$ cat config.mk
export PLATFORM = sky130hd
export DESIGN_NAME = sram_arbiter
export DESIGN_NICKNAME = d
export VERILOG_FILES = /design/src/rtl/sram_arbiter_pkg.sv /design/src/rtl/sram_arbiter_starve_guard.sv /design/src/rtl/sram_arbiter.sv
export SDC_FILE = /design/constraint.sdc
export NUM_CORES = 1
export LEC_CHECK = 0
export CAP_MARGIN = 10
export CELL_PAD_IN_SITES_DETAIL_PLACEMENT = 0
export CELL_PAD_IN_SITES_GLOBAL_PLACEMENT = 1
export CORE_AREA = 2 2 39 41
export CTS_CLUSTER_SIZE = 10
export DETAILED_ROUTE_END_ITERATION = 8
export DIE_AREA = 0 0 41 43
export DONT_BUFFER_PORTS = 1
export MAX_ROUTING_LAYER = met4
export PLACE_DENSITY = 0.73
export SLEW_MARGIN = 0
export SYNTH_ARGS = -nofsm -noshare
export SYNTH_HDL_FRONTEND = slang
export SYNTH_SLANG_ARGS = --single-unit
$ cat constraint.sdc
create_clock -name i_clk -period 3.74 [get_ports i_clk]
set_clock_uncertainty 0.1 [all_clocks]
set_input_delay 0.748 -clock i_clk [delete_from_list [all_inputs] [get_ports i_clk]]
set_output_delay 0.748 -clock i_clk [all_outputs]
set_load 0.02 [all_outputs]
$ cat src/rtl/sram_arbiter_pkg.sv
// Shared encodings for the video/game SRAM arbiter: read-return owner and
// priority FSM state. The renderer and testbench decode these as well.
package sram_arbiter_pkg;

    typedef enum logic [1:0] {
        OWN_NONE  = 2'd0,
        OWN_VIDEO = 2'd1,
        OWN_GAME  = 2'd2
    } owner_e;

    typedef enum logic {
        ST_NORMAL = 1'b0,
        ST_BOOST  = 1'b1
    } state_e;

    // A limit of 0 still needs a 1-bit counter so the vector is never empty.
    function automatic int starve_cnt_width(input int limit);
        if (limit < 1) begin
            return 1;
        end
        return $clog2(limit + 1);
    endfunction

endpackage

$ cat src/rtl/sram_arbiter_starve_guard.sv
// Starvation guard: counts consecutive lost game arbitrations and raises
// boost so that game logic wins the next contested cycle.
module starve_guard
    import sram_arbiter_pkg::*;
#(
    parameter int STARVE_LIMIT = 4
) (
    input  logic i_clk,
    input  logic i_rst,
    input  logic i_g_req,
    input  logic i_g_gnt,
    output logic o_boost
);

    localparam int CNT_W = starve_cnt_width(STARVE_LIMIT);
    localparam logic [CNT_W-1:0] LIMIT = CNT_W'(STARVE_LIMIT);
    localparam bit BOOST_EN = (STARVE_LIMIT != 0);

    state_e             state_q, state_d;
    logic [CNT_W-1:0]   starve_cnt_q, starve_cnt_d;
    logic               g_served;

    assign g_served = !i_g_req || i_g_gnt;

    always_ff @(posedge i_clk or posedge i_rst) begin
        if (i_rst) begin
            state_q      <= ST_NORMAL;
            starve_cnt_q <= '0;
        end else begin
            state_q      <= state_d;
            starve_cnt_q <= starve_cnt_d;
        end
    end

    always_comb begin
        starve_cnt_d = starve_cnt_q;
        state_d      = state_q;

        if (g_served) begin
            starve_cnt_d = '0;
        end else if (starve_cnt_q != LIMIT) begin
            starve_cnt_d = starve_cnt_q + 1'b1;
        end

        // Entering on the next count lets the limit-th loss be followed
        // directly by a game grant.
        case (state_q)
            ST_NORMAL: begin
                if (BOOST_EN && (starve_cnt_d == LIMIT)) begin
                    state_d = ST_BOOST;
                end
            end
            ST_BOOST: begin
                if (g_served) begin
                    state_d = ST_NORMAL;
                end
            end
            default: state_d = ST_NORMAL;
        endcase
    end

    assign o_boost = (state_q == ST_BOOST);

endmodule

$ cat src/rtl/sram_arbiter.sv
// Two-port arbiter in front of a single-port sram: video (read-only, default
// priority) and game (read/write), with a one-cycle tagged read return.
module sram_arbiter
    import sram_arbiter_pkg::*;
#(
    parameter int ADDR_WIDTH   = 9,
    parameter int DATA_WIDTH   = 1,
    parameter int STARVE_LIMIT = 4
) (
    input  logic                  i_clk,
    input  logic                  i_rst,

    input  logic                  i_v_req,
    input  logic [ADDR_WIDTH-1:0] i_v_addr,
    output logic                  o_v_gnt,
    output logic                  o_v_rvalid,
    output logic [DATA_WIDTH-1:0] o_v_rdata,

    input  logic                  i_g_req,
    input  logic                  i_g_write,
    input  logic [ADDR_WIDTH-1:0] i_g_addr,
    input  logic [DATA_WIDTH-1:0] i_g_wdata,
    output logic                  o_g_gnt,
    output logic                  o_g_rvalid,
    output logic [DATA_WIDTH-1:0] o_g_rdata,

    output logic [ADDR_WIDTH-1:0] o_mem_addr,
    output logic                  o_mem_write,
    output logic [DATA_WIDTH-1:0] o_mem_wdata,
    input  logic [DATA_WIDTH-1:0] i_mem_rdata
);

    // Handshake: a transfer happens in any cycle where req && gnt; the
    // requester holds req/addr/data until then. gnt is combinational from req
    // and the boost state, at most one is high, and both are 0 during reset.

    logic   boost;
    logic   v_gnt, g_gnt;
    owner_e owner_q, owner_d;

    starve_guard #(
        .STARVE_LIMIT (STARVE_LIMIT)
    ) u_guard (
        .i_clk   (i_clk),
        .i_rst   (i_rst),
        .i_g_req (i_g_req),
        .i_g_gnt (g_gnt),
        .o_boost (boost)
    );

    assign v_gnt = !i_rst && i_v_req && (!boost || !i_g_req);
    assign g_gnt = !i_rst && i_g_req && ( boost || !i_v_req);

    assign o_v_gnt = v_gnt;
    assign o_g_gnt = g_gnt;

    always_comb begin
        o_mem_addr  = '0;
        o_mem_write = 1'b0;
        o_mem_wdata = '0;
        if (v_gnt) begin
            o_mem_addr = i_v_addr;
        end else if (g_gnt) begin
            o_mem_addr  = i_g_addr;
            o_mem_write = i_g_write;
            o_mem_wdata = i_g_wdata;
        end
    end

    always_comb begin
        owner_d = OWN_NONE;
        if (v_gnt) begin
            owner_d = OWN_VIDEO;
        end else if (g_gnt && !i_g_write) begin
            owner_d = OWN_GAME;
        end
    end

    always_ff @(posedge i_clk or posedge i_rst) begin
        if (i_rst) begin
            owner_q <= OWN_NONE;
        end else begin
            owner_q <= owner_d;
        end
    end

    // sram data lands one cycle after the grant; only its owner sees it.
    assign o_v_rvalid = (owner_q == OWN_VIDEO);
    assign o_g_rvalid = (owner_q == OWN_GAME);
    assign o_v_rdata  = o_v_rvalid ? i_mem_rdata : '0;
    assign o_g_rdata  = o_g_rvalid ? i_mem_rdata : '0;

endmodule

Word level (Yosys, flattened, before mapping)
Index checks and enable logic that the tools add are counted.
- output and inout port bits: 17
- word-level logic and storage cells: 37
- flip-flop bits (word level): 6
- bits of input ports: 25
- reduce and logical (&&, ||, !) cells: 13
- add/sub/neg operators: 1
- bitwise logic cells: 1
- equal/unequal tests: 4
- muxes and demuxes: 15
- operators by type and width (operator ; count):
    2-to-1 mux 9 bit ; 2
    2-to-1 mux 1 bit ; 8
    2-to-1 mux 3 bit ; 2
    logical AND 1 bit ; 5
    zero test 1 bit ; 5
    2-to-1 mux 2 bit ; 2
    adder 3 x 1 -> 3 bit (second input constant) ; 1
    equality test 3 bit (second input constant) ; 1
    logical OR 1 bit ; 3
    inequality test 3 bit (second input constant) ; 1
    equality test 2 x 1 -> 1 bit (second input constant) ; 1
    equality test 2 bit (second input constant) ; 1
    case mux 1 bit (2 select lines) ; 1
    inverter 1 bit ; 1

Longest topological paths before layout
- word-level depth: 8
- depth in mapped cells: 5
- depth with buffers taken out: 5

By module
Synthesis repeated with hierarchy kept, for this count alone.
- cell total of the unflattened synthesis: 65
- area total of the unflattened synthesis: 656.9 sq um
- by module, submodules not included (module ; instances ; area an instance (sq um) ; sequential area each (sq um) ; cells an instance):
    sram_arbiter ; 1 ; 449.2 ; 50.0 ; 47
    starve_guard ; 1 ; 207.7 ; 100.1 ; 18

Worst setup path after synthesis
Ideal clock, no wire load.
- kind: input -> output
- from: in i_v_req
- to: out o_mem_addr[3]
- path slack: 1351 ps
- cell stages on the path: 4
- arrival time: 1541 ps
- buffers on the path: 1
- data required time: 2892 ps
- path through: nor2b_2 > nor3b_4 > buf_6 > a22o_1
- cells in the longest elaborated chain, start to end: 5
- elaborated cells between the ends (all ways): 7
- classes of those cells: mux (2); reduce/logical (5)
- RTL lines (item ; RTL line ; source):
    start: declaration ; sram_arbiter.sv:13 ; input logic i_v_req,
    zero test 1 bit ; sram_arbiter.sv:52 ; assign g_gnt = !i_rst && i_g_req && ( boost || !i_v_req);
    logical OR 1 bit ; sram_arbiter.sv:52 ;
    logical AND 1 bit ; sram_arbiter.sv:52 ;
    net o_g_gnt ; sram_arbiter.sv:23 ; output logic o_g_gnt,
    2-to-1 mux 9 bit ; sram_arbiter.sv:63 ; end else if (g_gnt) begin
    2-to-1 mux 9 bit ; sram_arbiter.sv:61 ; if (v_gnt) begin
    end: declaration ; sram_arbiter.sv:27 ; output logic [ADDR_WIDTH-1:0] o_mem_addr,
The timed path passes the listed nets, and every way through them passes these cells.

Final worst setup path
- from: in i_v_req
- to: out o_mem_addr[6]
Same word-level chain as after synthesis.

==> flow_metrics.tcl <==
set metrics [dict create \
    status "completed" \
    final.min_clock_period_ns 2.644 \
    powerDensity_nw_per_um2 350.0 \
    dr.pass1.iters 1 \
    drive_above_1_share_pct 16.33 \
    ys_ff_latch 6 \
    path_class "in -> out" \
    cap_violations 0 \
    nets 78 \
    vias 356 \
    path_clk_slew_ns 0.05 \
    drt_iter0_markers 0 \
    clock_latency_ns 0.24 \
    grt_pass1_vias 313 \
    area_growth_pct 4.289 \
    setup_tns_ns 0 \
    grt_first_pass_wirelength_um 1248 \
    postCtsSetupBuffers 0 \
    cts.sinks 6 \
    routed_wl_um 865 \
    fill_cells 134 \
    crit_start "i_v_req" \
    r2r-start "u_guard.starve_cnt_q[0]$_DFF_PP0_" \
    startpoint_type "primary input" \
    syn_area_sq_um 466.7 \
    core_sq_um 1384 \
    rsz0062_at_grt "false" \
    grt_max_degree 14 \
    diodes 0 \
    die_area_sq_um 1763 \
    post_cts_resized 0 \
    clk_path_buf_depth 2 \
    end_kind "output pin" \
    fp-row-count 14 \
    fin_crit_sh_pct 70.70 \
    cts_hold_buf 0 \
    cp.arrival_ns 1.80 \
    drcViolationCount 0 \
    synth_nets 75 \
    wire_per_inst_um 13.31 \
    io-pin-count 42 \
    maxSlewHeadroom_pct 57.79 \
    cp_max_fo 13 \
    htree_levels 1 \
    fmax_ghz 0.3782 \
    seq_area_frac_synth_pct 32.17 \
    ir_drop_v 0.0001232 \
    initial_core_util_pct 33.73 \
    tightest_slew_ns 0.6325 \
    ys_types 21 \
    gp_congestion 0.6252 \
    clockRootBuffer "clkbuf_4" \
    finalSetupViolCount 0 \
    multi_input_area_sq_um 275.3 \
    cts_buffers 3 \
    slew_violations 0 \
    required_ns 2.89 \
    r2r_end "u_guard.o_boost$_DFF_PP0_" \
    vias_per_cell 5.477 \
    die_w_um 41 \
    overflow 0 \
    antenna_found_initial 0 \
    r2r.worst_path.cells 5 \
    power_leakage_nw 0.2164 \
    whs_ns 0.1737 \
    antenna_left 0 \
    hold_viol_final 0 \
    fp.dieH_um 43 \
    synth_area_per_cell_sq_um 9.723 \
    layout.area.seq_sq_um 150.1 \
    synth_cells 48 \
    cts_tree "done" \
    grt_usage_pct 10.87 \
    ys_warn_count 0 \
    r2r_slack_ns 2.26 \
    hold_path.class "in -> async" \
    numPortBuffers 0 \
]
## through the flow
step	cells	power (mW)	utilization [%]	instance area [sq um]	setup slack, ns
3_3_place_gp	62	0.1122	33.54	464.2	1.109
3_5_place_dp	62	0.1129	33.54	464.2	1.087
2_1_floorplan	48	0.1100	-	466.7	1.351
5_1_grt	65	0.1812	35.17	486.7	1.016
6_report	65	0.1704	35.17	486.7	1.096
4_1_cts	65	0.1738	35.17	486.7	1.087
## how the worst max path moves through the flow
stage | end | slack [ns]
3_5_place_dp | o_mem_addr[6] | 1.09
3_3_place_gp | o_mem_addr[6] | 1.11
6_report | o_mem_addr[6] | 1.10
5_1_grt | o_mem_addr[1] | 1.02
2_1_floorplan | o_mem_addr[3] | 1.35
4_1_cts | o_mem_addr[6] | 1.09
## synth_stat cells
| cell type | instances | area share, % |
|---|---|---|
| a221oi_1 | 1 | 1.9 |
| a22o_1 | 8 | 15 |
| a22o_4 | 1 | 3.8 |
| a31oi_1 | 1 | 1.3 |
| and2_1 | 4 | 5.4 |
| and2b_1 | 1 | 1.6 |
| and3_4 | 1 | 2.4 |
| buf_6 | 2 | 4.8 |
| dfrtp_1 | 6 | 32 |
| ha_1 | 2 | 5.4 |
| inv_1 | 4 | 3.2 |
| inv_2 | 1 | 0.80 |
| nand2_1 | 2 | 1.6 |
| nand3b_1 | 1 | 1.6 |
| nor2_1 | 3 | 2.4 |
| nor2b_1 | 3 | 4.0 |
| nor2b_2 | 1 | 1.9 |
| nor3b_1 | 1 | 1.6 |
| nor3b_4 | 1 | 4.0 |
| o21ai_0 | 3 | 3.2 |
| xnor2_1 | 1 | 1.9 |
## placed cells by master, fill, tap and decap left out
cell	n
nand3b_1	1
a22o_4	1
inv_1	4
ha_1	2
and3_4	1
clkbuf_4	3
and2b_1	1
dfrtp_1	6
nor2b_2	1
nor3b_4	1
a22o_1	8
nor3b_1	1
nor2b_1	3
a221oi_1	1
and2_1	4
o21ai_0	3
nand2_1	2
a31oi_1	1
xnor2_1	1
inv_2	1
nor2_1	3
## cells by family (layout without fill, tap and decap cells)
kind of cell	count (synthesis)	in the layout	share of synthesized area [%]
compound gates	14	14	25.20
xor+xnor	1	1	1.877
fa+ha+maj	2	2	5.361
buf+inv	7	8	8.845
flops	6	6	32.17
simple gates	18	18	26.54
## report_power, final
| part | total, mW | internal [mW] | switching, mW | leakage, nW |
|---|---|---|---|---|
| Sequential | 0.0711 | 0.0683 | 0.00277 | 0.0807 |
| Clock | 0.0591 | 0.0363 | 0.0228 | 0.0138 |
| Combinational | 0.0401 | 0.0142 | 0.0259 | 0.122 |
| Total | 0.170 | 0.119 | 0.0515 | 0.216 |
## critical path, cell delays in order
cell and delay [ns]:
nor2b_2 0.15, nor3b_4 0.55, a22o_1 0.35
## cell type report
type,count,share of cell area [%]
Multi-Input combinational cell,35,56.56
Sequential cell,6,30.85
Clock buffer,3,4.627
Tap cell,16,4.113
Inverter,5,3.856
## flip-flops by register name, indices dropped and copies added (netlist names)
register,flops
u_guard.o_boost,1
u_guard.starve_cnt_q,3
owner_q,2
## routing by layer
layer	GRT usage, %	part of all wire (%)	vias to the layer above
met1	15.41	44	170
met4	6.000	0	0
li1	-	-	172
met3	3.141	6.8	0
met5	-	0	-
met2	13.44	49	14
Note: power is estimated with default switching activity, not from simulation.
